===== src/rtl/mat_collect.sv =====
// mat_collect: packs 32-bit elements row-major into an M x N matrix and presents it whole.
// Build option MAT_COLLECT_DBUF_EN lets collection of the next matrix overlap presentation.
module mat_collect #(
  parameter int M = 1,
  parameter int N = 1
) (
  input  logic                      clk,
  input  logic                      rst,
  input  logic [31:0]               input_elem,
  input  logic                      input_elem_stb,
  output logic                      input_elem_ack,
  output logic [M-1:0][N-1:0][31:0] output_mat,
  output logic                      output_mat_stb,
  input  logic                      output_mat_ack
);
  localparam int TOTAL = M * N;
  localparam int CW = (TOTAL > 1) ? $clog2(TOTAL) : 1;
  localparam logic [CW-1:0] LAST = CW'(TOTAL - 1);

  typedef enum logic {COLLECT, PUT_MAT} state_t;

  state_t                 state;
  logic [CW-1:0]          cnt;
  logic [TOTAL-1:0][31:0] asm_mat;
  logic [TOTAL-1:0][31:0] full_mat;
  logic                   elem_xfer;
  logic                   mat_xfer;
  logic                   last_elem;

  assign elem_xfer = input_elem_stb && input_elem_ack;
  assign mat_xfer  = output_mat_stb && output_mat_ack;
  assign last_elem = (cnt == LAST);

  // Assembly contents with the incoming word dropped into the current slot.
  genvar gi;
  generate
    for (gi = 0; gi < TOTAL; gi++) begin : g_slot
      assign full_mat[gi] = (cnt == CW'(gi)) ? input_elem : asm_mat[gi];
    end
  endgenerate

  always_ff @(posedge clk) begin
    if (rst) begin
      state          <= COLLECT;
      cnt            <= '0;
      input_elem_ack <= 1'b0;
      output_mat_stb <= 1'b0;
      output_mat     <= '0;
    end else begin
`ifdef MAT_COLLECT_DBUF_EN
      if (mat_xfer) begin
        output_mat_stb <= 1'b0;
        state          <= COLLECT;
      end
      if (elem_xfer) begin
        input_elem_ack <= 1'b0;
        asm_mat        <= full_mat;
        if (last_elem) begin
          output_mat     <= full_mat;
          output_mat_stb <= 1'b1;
          state          <= PUT_MAT;
          cnt            <= '0;
        end else begin
          cnt <= cnt + CW'(1);
        end
      end else begin
        // Hold off the final word while the previous matrix is still pending.
        input_elem_ack <= !((state == PUT_MAT) && (last_elem || mat_xfer));
      end
`else
      case (state)
        COLLECT: begin
          if (elem_xfer) begin
            input_elem_ack <= 1'b0;
            asm_mat        <= full_mat;
            if (last_elem) begin
              output_mat     <= full_mat;
              output_mat_stb <= 1'b1;
              state          <= PUT_MAT;
              cnt            <= '0;
            end else begin
              cnt <= cnt + CW'(1);
            end
          end else begin
            input_elem_ack <= 1'b1;
          end
        end
        PUT_MAT: begin
          input_elem_ack <= 1'b0;
          if (mat_xfer) begin
            output_mat_stb <= 1'b0;
            state          <= COLLECT;
          end
        end
        default: state <= COLLECT;
      endcase
`endif
    end
  end
endmodule

===== config.mk =====
export PLATFORM = sky130hd
export DESIGN_NAME = mat_collect
export DESIGN_NICKNAME = d
export VERILOG_FILES = /design/src/rtl/mat_collect.sv
export SDC_FILE = /design/constraint.sdc
export NUM_CORES = 1
export LEC_CHECK = 0
export CORE_UTILIZATION = 35
export DETAILED_ROUTE_END_ITERATION = 7
export GPL_ROUTABILITY_DRIVEN = 0
export GPL_TIMING_DRIVEN = 0
export PLACE_DENSITY = 0.73
export RECOVER_POWER = 25
export SLEW_MARGIN = 10
export SYNTH_ARGS = -nofsm -noshare
export SYNTH_HDL_FRONTEND = slang
export SYNTH_SLANG_ARGS = --single-unit

===== constraint.sdc =====
create_clock -name clk -period 1.11 [get_ports clk]
set_clock_uncertainty 0.05 [all_clocks]
set_input_delay 0.1665 -clock clk [delete_from_list [all_inputs] [get_ports clk]]
set_output_delay 0.1665 -clock clk [all_outputs]
set_load 0.005 [all_outputs]

==> results.md <==
- At the later pin of the worst-skew pair, clock insertion delay measures 0.28 ns.
- The fraction of registers with async set/reset is 0.
- The share of layout cells above drive strength 1 is 0.122.
- Relative to the synthesized area, the layout overhead comes to 57.4%.
- Entering global routing, the biggest net connects 11 pins.
- After synthesis, the cell types taking the most area are sky130_fd_sc_hd__dfxtp_1 45%, sky130_fd_sc_hd__nand2b_1 26%, sky130_fd_sc_hd__mux2i_1 20%, sky130_fd_sc_hd__buf_12 3.8%, sky130_fd_sc_hd__clkbuf_1 1.4%.
- At the placement stage, the worst setup path has a slack of -0.372 ns.
- The dominant cell type by area after synthesis is sky130_fd_sc_hd__dfxtp_1.
- The sequential-to-total area share from yosys stat is 0.447.
- Summed over all cells, the static leakage comes to 1.02 nW.
- The Yosys warning count is 0.
- The most repeated cell in the gate-level netlist after synthesis is sky130_fd_sc_hd__nand2b_1.
- The portion of the clock cycle consumed by the worst path in the final layout is 1.05.
- The kind of cell adding the most delay to the critical path is buffers and inverters.
- The final count of hold timing violations is 0.
- CTS built an H-tree with a depth of 2.
- The number of global-route vias before repair came to 1200.
- The number of inserted filler cells in the final layout is 376.
- The checks that failed: negative setup slack.
- Dividing total power by cell area gives a power density of 1140 nW/um^2.
- The cell chosen for the clock root is sky130_fd_sc_hd__clkbuf_8.
- The overall fraction of global-route tracks in use is 0.162.
- Among all flip-flop cells after synthesis, the most frequent one is sky130_fd_sc_hd__dfxtp_1.
- The final max-slew violation count came to 0.
- After clock tree synthesis, the clock-pin slew on the worst setup and hold paths is 0.07 ns.
- The number of antenna violations at the first check in global routing came to 0.
- The setup check on the worst reg-to-reg path leaves a slack of -0.05 ns.
- Counting along the longest clock path gives a buffer depth of 2.
- The total number of vias is 1246.
- The maximum frequency from static timing analysis is 859 MHz.
- The total inserted antenna cells is 0.
- In the final routed layout, each cell accounts on average for 12.9 um.
- Row generation in the floorplan step produced 23 rows.
- The number of nets handed over by synthesis was 184.
- Once detail routing completed, the nets flagged for antenna violations numbered 0.
- After synthesis, the most frequently instantiated cells are 64 x sky130_fd_sc_hd__nand2b_1, 35 x sky130_fd_sc_hd__dfxtp_1, 32 x sky130_fd_sc_hd__mux2i_1.
- Once routing completed, OpenROAD measured the worst setup slack at -0.0544 ns.
- The critical path is of the flip-flop to flip-flop type.
- The worst supply voltage drop on vdd is 0.000711 V.
- The worst slew margin relative to its limit is 0.772.
- The CTS tree is done.
- From bottom edge to top edge, the die measures 68.9 um.
- Setup repair after global routing could not meet its margin everywhere.
- Max-cap violations in this run came to 0.
- The core region is 4140 um^2.
- For the pin with the worst max-slew slack, the measured transition is between 0.3 and 0.4 ns.
- In the routed design, unresolved DRC markers number 0.
- The first global-routing pass estimated between 5000 and 6000 um of wire.
- The worst-path cell with the longest stage delay is sky130_fd_sc_hd__dfxtp_2.
- In this run the worst hold path is classified as input port to flip-flop.
- The number of buffers and inverters on the critical path is 2.
- At the worst endpoint, the required time is between 1 and 1.5 ns.
- The run finished, with violations left.
- The post-layout instance area is 2470 um^2.
- The worst setup path is captured at a flip-flop.
- The critical path arrival is around 1.3 ns.
- The count of distinct cell types in the synthesized netlist is 13.
- The startpoint kind of the worst setup timing path is a flip-flop.
- The critical path goes through and3b_1, buf_6, buf_12, mux2i_1.
- The total die area is 4750 um^2.
- The final routed wirelength across all metal layers is 3610 um.
- The mean instance size in the synthesized netlist is approximately 11 um^2.
- The final layout net count is 266.
- The die outline width is 68.9 um.
- The iteration count of the initial detailed-routing pass is 2.
- After synthesis the netlist holds a flip-flop and latch count of 35.
- The number of I/O pins is 70.
- The HPWL after detailed placement is 2520 um.
- Yosys mapped a number of flops with a built-in enable equal to 0.
- After the first detailed-routing iteration, the DRC count stood at 38.
- The number of sinks handled by clock tree synthesis is 35.
- Setup violations remaining at the end of the flow were counted as 33.
- Summing all placed instances gives a cell area of 2310 um^2.
- For this configuration, the core starts out at a cell density of 0.378.
- The share of the synthesized area in the top cell type is 0.447.
- The smallest clock period supported by the final layout is computed as 1.16 ns.
- The synthesized instance count is 148.
- The longest individual stage delay on the worst path is ~0.31 ns.
- The CTS buffer count is 5.
- The combined area of all synthesized cells is roughly 1600 um^2.
- The total power draw is around 0.0028 W.
- The overall overflow remaining after global route is 0.
- The count of buffers from port buffering is just under 70.
- The via-per-instance ratio is 4.45.
- The maximum fanout along the worst path is 8.
## placed cells by master (no fill, tap or decap), types with 4 or more instances in the layout
cell type                         count
sky130_fd_sc_hd__clkdlybuf4s15_1     10
sky130_fd_sc_hd__mux2i_1             32
sky130_fd_sc_hd__clkbuf_8             6
sky130_fd_sc_hd__nand2b_1            64
sky130_fd_sc_hd__dlygate4sd2_1       25
sky130_fd_sc_hd__buf_12               6
sky130_fd_sc_hd__clkbuf_1             6
sky130_fd_sc_hd__buf_4                4
sky130_fd_sc_hd__clkdlybuf4s50_1     33
sky130_fd_sc_hd__dfxtp_1             27
sky130_fd_sc_hd__dfxtp_2              8
## through the flow
step / util / hold slack (ns) / TNS [ns] / instances
floorplan: - / 0.219 / 0 / 148
global placement: 0.558 / 0.409 / -11.00 / 266
detailed placement: 0.558 / 0.414 / -11.10 / 266
CTS: 0.605 / 0.193 / -1.90 / 281
global route: 0.595 / 0.238 / -2.59 / 280
finish: 0.595 / 0.209 / -0.692 / 280
## layer usage
layer	wire length, um	track usage	part of all wire
met1	1650	0.199	0.46
met2	1660	0.267	0.46
met3	260	0.0510	0.072
met4	38	0.0536	0.011
met5	0	0	0
## cell families after synthesis
family,share of synthesized area
flops,0.447
buf+inv,0.0630
mux,0.204
compound gates,0.0247
simple gates,0.261
## report_power, final
part,internal [W],switching (W),total (W)
Combinational,0.000353,0.000182,0.000535
Clock,0.000486,0.000422,0.000908
Sequential,0.00133,0.0000327,0.00136
## worst register-to-register path: stages (launching register included)
cell	delay [ns]
sky130_fd_sc_hd__dfxtp_2	0.31
sky130_fd_sc_hd__and3b_1	0.21
sky130_fd_sc_hd__buf_6	0.18
sky130_fd_sc_hd__buf_12	0.14
sky130_fd_sc_hd__mux2i_1	0.19
## sequential cells by signal (all words and copies together) (netlist names)
register,flops
output_mat,32
input_elem_ack,1
output_mat_stb,1
state,1
## final timing paths
kind             startpoint        endpoint  cells after the start
min reg2reg  output_mat[14]  output_mat[14]                      2
min          input_elem_stb  input_elem_ack                      2
max                   state  output_mat[12]                      4
max reg2reg           state  output_mat[12]                      4
## area by class of cell
cell class,count,area [um^2],share of cell area
multi-input combinational,102,768,0.311
clock inverter,1,5.00,0.00203
tap,50,62.6,0.0254
sequential,35,711,0.288
clock buffer,6,82.6,0.0335
buffer,11,98.8,0.0401
timing repair buffer,75,739,0.300
## what timing repair did
| action | in CTS | in global routing |
|---|---|---|
| hold buffers | 0 | 0 |
| endpoints found under the setup margin | 64 | 46 |
| resized for setup | 44 | 12 |
| cloned | 3 | 0 |
| setup buffers | 5 | 2 |
Power figures use the tool's default switching activity.
==> patch: new RTL, config.mk and constraints unchanged <==
The option `MAT_COLLECT_DBUF_EN` is turned on by a define.
--- a/src/rtl/mat_collect.sv
+++ b/src/rtl/mat_collect.sv
@@ -1,5 +1,7 @@
 // mat_collect: packs 32-bit elements row-major into an M x N matrix and presents it whole.
 // Build option MAT_COLLECT_DBUF_EN lets collection of the next matrix overlap presentation.
+`define MAT_COLLECT_DBUF_EN
+
 module mat_collect #(
   parameter int M = 1,
   parameter int N = 1
Check against the original RTL: same outputs for any inputs over 10 cycles, from zero or initial values and one cycle with rst high; that may be too few to reach the edited logic, so the function may still have changed.
==> patch against the original RTL <==
The flow still finishes with violations (setup timing). Synthesized area is 4.4% lower. Sequential cell count down 1. Power grew 0.62%. Die area fell by 4.3%. Synthesized cell count is 2.7% higher. Worst setup slack gained 39 ps. Highest routed layer unchanged. Routed wire length rose by 5.8%. Critical path depth grew 1. Cell area fell by 2.1%.
==> patch: results (changes against the original RTL) <==
P_leak = 1.021 nW (-0.36%)
Routed WL = 3.814 mm (+5.8%)
Outcome = finished, violations left
Worst path max stage delay = 330 ps (+20 ps)
Syn Nets = 188 (+2.2%)
Vias = 1390 (+12%)
Vias in the first global route = 1313 (+9.4%)
Hold slack = 67.67 ps (-141.3 ps)
DP Cell Count = 269 (+1.1%)
Failing checks = setup timing
Synth top area cells = dfxtp_1 45%, a21bo_1 20%, nand3_1 11%, a21oi_1 9.0%, a21oi_2 3.5%
Gate power share = 0.198 (+0.007)
R2R cell count = 5 (+1)
Worst hold start = rst
Post-route setup slack = -15.32 ps (+39.07 ps)
Setup WS pre-CTS = -2.170 ps (+369.4 ps)
Asr flop ratio synth = 0 (unchanged)
Relative slew slack = 0.6104 (-0.1620)
Clk pwr share = 0.337 (+0.013)
IO Port Bufs = 67 (-1.5%)
Critical path class = reg2reg
Post-Syn Instances = 152 (+2.7%)
Max VDD drop = 0.6164 mV (-13%)
CTS buffer count = 5 (unchanged)
First-pass GRT wire length = 5.934 mm (+6.2%)
Crit-path max FO = 6 (-2)
Placed cell area = 2232 sq um (-3.4%)
Largest net degree at the start of global routing = 11 (unchanged)
Initial antenna violation count = 0 (unchanged)
Final setup fails = 6 (-82%)
Avg Vias per Cell = 4.947 (+11%)
FILL cells = 384 (+2.1%)
FF-to-FF Start = input_elem_ack$_SDFF_PP0_
Arrival @ worst endpoint = 1290 ps (-20 ps)
Worst r2r dst = output_mat[4]$_SDFFE_PP0P_
Number of synthesized flops with an enable pin = 0 (unchanged)
Post-CTS setup buffers = 2 (-3)
Top cells by count, synth = 34 x dfxtp_1, 32 x nand3_1, 30 x a21bo_1, 27 x a21oi_1
CTS clk-pin slew, worst paths = 70 ps (about the same)
Post-CTS Resized = 43 (-2.3%)
All-Layer GR Usage = 0.1774 (+0.01521)
1st-pass router iterations = 4 (+2)
Yosys cell types = 13 (unchanged)
Power Internal = 2.116 mW (-2.4%)
Sequential area share after synthesis = 0.4541 (+0.007163)
Share of layout cells above drive strength 1 = 0.2294 (+0.1077)
H-tree depth = 2 (unchanged)
Initial DRC count = 65 (+71%)
Post-DP HPWL = 2.550 mm (+1.1%)
patch: changes by cell type after synthesis, sizes merged:
cell	unedited run	this run
a21boi	1	0
a21oi	1	33
clkbuf	6	2
nand3	0	32
mux2i	32	0
buf	5	16
a21bo	0	32
o21ba	1	0
nand2b	64	1
nand2	0	1
dfxtp	35	34
and3b	1	0
a311oi	1	0
patch: worst max-delay path by stage:
stage                                  end  slack (ps)  depth (start not counted)
3_5_place_dp                input_elem_ack          -2                          1
5_1_grt        output_mat[18]$_SDFFE_PP0P_         -60                          5
4_1_cts         output_mat[4]$_SDFFE_PP0P_         -50                          5
6_report        output_mat[4]$_SDFFE_PP0P_         -20                          5
3_3_place_gp                input_elem_ack         -10                          1
2_1_floorplan  output_mat[17]$_SDFFE_PP0P_         140                          4
patch: layout make-up:
class	instances	share of cell area
plain buffers	18	0.06062
repair buffers	71	0.2927
well taps	50	0.02591
flip-flops and latches	34	0.2876
clock inverters	1	0.002073
clock buffers	7	0.03575
multi-input cells	100	0.2953
patch: per-layer routing:
layer,vias up,GRT usage,part of all wire
met2,48,0.2850,0.45
met3,6,0.06419,0.067
li1,698,-,-
met1,638,0.2193,0.47
met5,-,0,0
met4,0,0.05585,0.010
patch: logic make-up after synthesis:
| group | Yosys count | synth area share |
|---|---|---|
| AOI/OAI and AO/OA | 66 | 0.3472 |
| and+or+nand+nor | 34 | 0.1135 |
| DFF | 34 | 0.4541 |
| buffers and inverters | 18 | 0.08514 |
patch: through the flow:
step / setup TNS, ps / util / power, mW
4_1_cts: -469.4 / 0.5692 / 2.790
5_1_grt: -984.9 / 0.5951 / 2.950
3_5_place_dp: -2.170 / 0.5501 / 1.871
6_report: -55.76 / 0.5951 / 2.821
2_1_floorplan: 0 / - / 1.584
3_3_place_gp: -13.25 / 0.5501 / 1.869
